### config.mk
export PLATFORM = sky130hd
export DESIGN_NAME = seg7_scan_driver
export DESIGN_NICKNAME = d
export VERILOG_FILES = /design/src/rtl/seg7_pkg.sv /design/src/rtl/bcd_to_seg7.sv /design/src/rtl/seg7_scan_driver.sv
export SDC_FILE = /design/constraint.sdc
export NUM_CORES = 1
export LEC_CHECK = 0
export ABC_CLOCK_PERIOD_IN_PS = 6700
export CORE_AREA = 4 4 63 65
export DETAILED_ROUTE_END_ITERATION = 8
export DIE_AREA = 0 0 67 69
export PLACE_DENSITY_LB_ADDON = 0.3
export SYNTH_ARGS = -nofsm -noshare
export SYNTH_HDL_FRONTEND = slang
export SYNTH_SLANG_ARGS = --single-unit
### constraint.sdc
create_clock -name clk -period 6.7 [get_ports clk]
set_clock_uncertainty 0.2 [all_clocks]
set_input_delay 1.34 -clock clk [delete_from_list [all_inputs] [get_ports clk]]
set_output_delay 1.34 -clock clk [all_outputs]
set_load 0.03 [all_outputs]
### src/rtl/seg7_pkg.sv
// Shared types, segment decode table and decode helper for the 7-segment scan driver.
package seg7_pkg;

    typedef logic [3:0] bcd_t;
    typedef logic [6:0] seg_t;

    typedef enum logic [1:0] {
        IDLE  = 2'd0,
        BLANK = 2'd1,
        SHOW  = 2'd2
    } scan_state_e;

    // Logical-on segment patterns {g,f,e,d,c,b,a}; codes 10..15 are dark.
    localparam seg_t SEG_LUT [16] = '{
        7'b0111111, 7'b0000110, 7'b1011011, 7'b1001111,
        7'b1100110, 7'b1101101, 7'b1111101, 7'b0000111,
        7'b1111111, 7'b1101111, 7'b0000000, 7'b0000000,
        7'b0000000, 7'b0000000, 7'b0000000, 7'b0000000
    };

    function automatic seg_t bcd_to_seg(input bcd_t b);
        return SEG_LUT[b];
    endfunction

endpackage

### src/rtl/bcd_to_seg7.sv
// Combinational BCD to 7-segment decoder; output is logical-on, polarity handled by the caller.
module bcd_to_seg7
    import seg7_pkg::*;
(
    input  bcd_t bcd,
    output seg_t seg
);

    // Table lookup of the segment pattern.
    always_comb begin
        seg = bcd_to_seg(bcd);
    end

endmodule

### src/rtl/seg7_scan_driver.sv
// Multiplexed 7-segment scan driver: per-frame digit snapshot, guard blanking between slots,
// leading-zero blanking and a frame-done strobe. All outputs are registered.
module seg7_scan_driver
    import seg7_pkg::*;
#(
    parameter int NUM_DIG    = 2,
    parameter int SCAN_DIV   = 1000,
    parameter int GUARD      = 1,
    parameter int ACTIVE_LOW = 1,
    parameter int LZ_BLANK   = 1
) (
    input  logic                     clk,
    input  logic                     rst,
    input  logic                     en,
    input  bcd_t [NUM_DIG-1:0]       digits,
    input  logic [NUM_DIG-1:0]       dp_mask,
    output logic [6:0]               seg,
    output logic                     dp,
    output logic [NUM_DIG-1:0]       an,
    output logic                     frame_done
);

    localparam int IDX_W = (NUM_DIG > 1) ? $clog2(NUM_DIG) : 1;
    localparam int CNT_W = $clog2(SCAN_DIV + 1);
    localparam logic [IDX_W-1:0] IDX_LAST   = IDX_W'(NUM_DIG - 1);
    localparam logic [CNT_W-1:0] GUARD_LAST = CNT_W'((GUARD > 0) ? (GUARD - 1) : 0);
    localparam logic [CNT_W-1:0] SHOW_LAST  = CNT_W'(SCAN_DIV - GUARD - 1);
    localparam scan_state_e      SLOT_START = (GUARD > 0) ? BLANK : SHOW;
    localparam logic             POL        = (ACTIVE_LOW != 0);

    scan_state_e              state_r, state_n_s;
    logic [IDX_W-1:0]         idx_r, idx_n_s;
    logic [CNT_W-1:0]         cnt_r, cnt_n_s;
    bcd_t [NUM_DIG-1:0]       snap_r, snap_n_s;
    logic [NUM_DIG-1:0]       snap_dp_r, snap_dp_n_s;
    logic                     frame_end_s;
    logic                     lz_blank_s;
    seg_t                     dec_seg_s;
    seg_t                     seg_on_s;
    logic                     dp_on_s;
    logic [NUM_DIG-1:0]       an_on_s;

    // Next-state logic: prescaled slot timing, digit index advance and frame snapshot.
    always_comb begin
        state_n_s   = state_r;
        idx_n_s     = idx_r;
        cnt_n_s     = cnt_r;
        snap_n_s    = snap_r;
        snap_dp_n_s = snap_dp_r;
        frame_end_s = 1'b0;
        if (!en) begin
            state_n_s = IDLE;
            idx_n_s   = '0;
            cnt_n_s   = '0;
        end else begin
            case (state_r)
                IDLE: begin
                    snap_n_s    = digits;
                    snap_dp_n_s = dp_mask;
                    idx_n_s     = '0;
                    cnt_n_s     = '0;
                    state_n_s   = SLOT_START;
                end
                BLANK: begin
                    if (cnt_r == GUARD_LAST) begin
                        state_n_s = SHOW;
                        cnt_n_s   = '0;
                    end else begin
                        cnt_n_s = cnt_r + CNT_W'(1);
                    end
                end
                SHOW: begin
                    if (cnt_r == SHOW_LAST) begin
                        cnt_n_s   = '0;
                        state_n_s = SLOT_START;
                        if (idx_r == IDX_LAST) begin
                            idx_n_s     = '0;
                            frame_end_s = 1'b1;
                            snap_n_s    = digits;
                            snap_dp_n_s = dp_mask;
                        end else begin
                            idx_n_s = idx_r + IDX_W'(1);
                        end
                    end else begin
                        cnt_n_s = cnt_r + CNT_W'(1);
                    end
                end
                default: begin
                    state_n_s = IDLE;
                    idx_n_s   = '0;
                    cnt_n_s   = '0;
                end
            endcase
        end
    end

    bcd_to_seg7 u_dec (
        .bcd (snap_n_s[idx_n_s]),
        .seg (dec_seg_s)
    );

    // Output values for the upcoming cycle, so registered outputs line up with the state.
    always_comb begin
        lz_blank_s = (LZ_BLANK != 0) && (idx_n_s != '0);
        for (int k = 0; k < NUM_DIG; k++) begin
            lz_blank_s = lz_blank_s && !((k >= int'(idx_n_s)) && (snap_n_s[k] != 4'd0));
        end
        if (state_n_s == SHOW) begin
            an_on_s  = NUM_DIG'(1) << idx_n_s;
            dp_on_s  = snap_dp_n_s[idx_n_s];
            seg_on_s = lz_blank_s ? 7'd0 : dec_seg_s;
        end else begin
            an_on_s  = '0;
            dp_on_s  = 1'b0;
            seg_on_s = 7'd0;
        end
    end

    // State and registered outputs with pin polarity applied.
    always_ff @(posedge clk) begin
        if (rst) begin
            state_r    <= IDLE;
            idx_r      <= '0;
            cnt_r      <= '0;
            snap_r     <= '0;
            snap_dp_r  <= '0;
            seg        <= {7{POL}};
            dp         <= POL;
            an         <= {NUM_DIG{POL}};
            frame_done <= 1'b0;
        end else begin
            state_r    <= state_n_s;
            idx_r      <= idx_n_s;
            cnt_r      <= cnt_n_s;
            snap_r     <= snap_n_s;
            snap_dp_r  <= snap_dp_n_s;
            seg        <= seg_on_s ^ {7{POL}};
            dp         <= dp_on_s ^ POL;
            an         <= an_on_s ^ {NUM_DIG{POL}};
            frame_done <= frame_end_s;
        end
    end

endmodule

==> flow_metrics.tcl <==
set metrics [dict create \
    ant_nets 0 \
    dp_hpwl_um 2890 \
    use_met2_pct 29.5 \
    cts_buffers 5 \
    clk_path_buf_depth 2 \
    synth_most_common_cell "dfxtp_1" \
    drc 0 \
    final_core_util_pct 63.4 \
    cp_num_buf_inv 2 \
    insertion_delay_ps 330 \
    globalRouteOverflowTotal 0 \
    cpPeakStageDelay_ps 550 \
    ys_async_sr_fraction_pct 0 \
    synth_ff_type "dfxtp_1" \
    yosysSeqAreaShare_pct 37.8 \
    crit_required_ps 6730 \
    synth_mux_area_share_pct 3.20 \
    grt_max_degree 15 \
    slew_headroom_pct 64.9 \
    p_per_area_mw_per_mm2 195 \
    synth_compound_area_share_pct 20.3 \
    die-area_mm2 0.00462 \
    min_path_type "flop to flop" \
    synth_top_family_by_area "compound AO/OA/AOI/OAI gates" \
    gr-max-usage-layer "met2" \
    final_cell_area_mm2 0.00212 \
    dp.cells 260 \
    grtUsageMet3_pct 5.36 \
    tns_ps 0 \
    critPathTopFamily "compound AO/OA/AOI/OAI gates" \
    antenna_found_initial 0 \
    synth_common_cells "dfxtp_1 (34), nor2_1 (27), inv_1 (13)" \
    routed_via_density 5.62 \
    core_mm2 0.00334 \
    slew_violations 0 \
    crit_fanout 10 \
    critPathSlowestCell "clkdlybuf4s50_1" \
    ios 24 \
    min_period_ps 4020 \
    area_growth_pct 17.7 \
    cp.arrival_ps 4050 \
    path_clk_slew_ps 110 \
    cts_hold_buf 0 \
    port_buffers 23 \
    use_met1_pct 21.6 \
    die_w_um 67 \
    worstPathCellList "clkdlybuf4s50_1, nand4_1, or4_4, o21a_1, a22oi_1, mux2_2, inv_1, ha_1, o21ai_0, o21bai_1" \
    fin_crit_sh_pct 60.0 \
    synth.ff_latch_count 34 \
    drt-pass1-iter-count 4 \
    status "complete, no violations" \
    hold_viol 0 \
    synth_nets 223 \
    synth-xor-area-share_pct 4.87 \
    grt_pass1_wl_um 6530 \
    vias 1505 \
    dr.first_iter.drc_count 98 \
    yosys_warnings 0 \
    drive_gt1_share_pct 9.46 \
    rows 21 \
    fin_nets 246 \
    postCtsSetupRepairBufs 0 \
    cts_resized 0 \
    worst_pin_slew_ps 525 \
    drt_wl_total_um 3860 \
    synthTopCellsByArea "dfxtp_1 (38%), ha_1 (8.3%), nor2_1 (5.6%)" \
    root_buffer "clkbuf_4" \
    synthSimpleGateAreaFrac_pct 19.8 \
    grt_pass1_vias 1449 \
    fin_cells 268 \
    syn_inst 198 \
    ff2ff_path_depth 11 \
    setup_viol 0 \
    max_freq_mhz 249 \
    crit_type "primary input to flop" \
    yosysUniqueCellTypes 53 \
    gp_congestion 0.937 \
    synth_edf_count 0 \
    start_util_pct 53.9 \
    cp.depth 10 \
    ir_drop_v 0.000130 \
    rsz0062_at_grt "false" \
    dpl_cell_area_mm2 0.00204 \
    whs_path_depth 1 \
    mappedNetlistArea_mm2 0.00180 \
    worstSetupStartpointType "primary input" \
    fp.dieH_um 69 \
    synth_fa_ha_area_share_pct 8.34 \
    endpoint_kind "flop" \
    tritoncts "built" \
    clock_sinks 34 \
    leakagePower_nw 0.840 \
    num_antenna_cells 0 \
    cap_violations 0 \
    htreeDepth 2 \
    synth_top_cell_by_area "dfxtp_1" \
    synth.top_cell.area_share_pct 37.8 \
    syn_avg_cell_area_um2 9.09 \
    wl_per_cell_um 14.4 \
    gr-usage-all-layers_pct 17.9 \
]
[layer usage]
| layer | up-vias | share of wire (%) |
|---|---|---|
| met5 | - | 0 |
| met4 | 0 | 1.2 |
| met3 | 4 | 6.1 |
| met2 | 53 | 49 |
| met1 | 698 | 43 |
| li1 | 750 | - |
[flip-flops by register name, summed over array words and instances (netlist names)]
signal / count
cnt_r: 10
seg: 7
idx_r: 1
dp: 1
snap_dp_r: 2
state_r: 2
frame_done: 1
an: 2
snap_r: 8
[cells by family after synthesis]
group,after synthesis
xor gates and xnor gates,10
adders and majority gates,12
and+or+nand+nor,69
muxes,5
buffers and inverters,21
AOI/OAI and AO/OA,47
DFF,34
[layout make-up]
type                            count  area, um2
Multi-Input combinational cell    143       1020
Tap cell                           46       57.6
Timing Repair Buffer               24        238
Clock inverter                      1       30.0
Fill cell                         279       1220
Clock buffer                        7       45.0
Inverter                           13       48.8
Sequential cell                    34        681
[metrics by stage]
step                hold WS, ps  worst slack (ps)  power, mW
floorplan                   237              3170      0.254
global placement            257              2550      0.267
detailed placement          273              2360      0.270
CTS                         301              2720      0.415
global route                341              2520      0.435
finish                      299              2680      0.412
[final timing paths]
kind,start,to,slack (ps)
worst min register to register,cnt_r[0]$_SDFF_PP0_,cnt_r[0]$_SDFF_PP0_,300
worst min-delay path,cnt_r[0]$_SDFF_PP0_,cnt_r[0]$_SDFF_PP0_,300
worst max register to register,state_r[0]$_SDFF_PP0_,seg[5]$_SDFF_PP1_,3450
worst max-delay path,en,seg[5]$_SDFF_PP1_,2680
[worst register-to-register path, cell delays in order (launching register included)]
cell and delay, ps:
dfxtp_1 360, inv_1 100, ha_1 320, nand4_1 130
or4_4 470, o21a_1 280, a22oi_1 400, mux2_2 280
inv_1 70, ha_1 200, o21ai_0 260, o21bai_1 90
[layout by cell type (no fill, tap or decap), types with 3 or more instances in the layout]
cell type,instances
a21oi_1,6
clkbuf_4,5
clkdlybuf4s50_1,23
dfxtp_1,34
a21o_1,3
o21ai_0,4
nand2_1,11
ha_1,12
and3_1,3
xnor2_1,5
inv_1,13
nand3_1,7
nor3_1,6
xor2_1,5
a22oi_1,3
nor2_1,27
a21boi_0,4
[where the power goes]
part / leakage [nW] / switching, mW / total, mW / internal [mW]
registers: 0.276 / 0.00233 / 0.209 / 0.207
logic: 0.524 / 0.0327 / 0.0578 / 0.0251
clock network: 0.0395 / 0.0659 / 0.145 / 0.0792
Power figures use the tool's default switching activity.
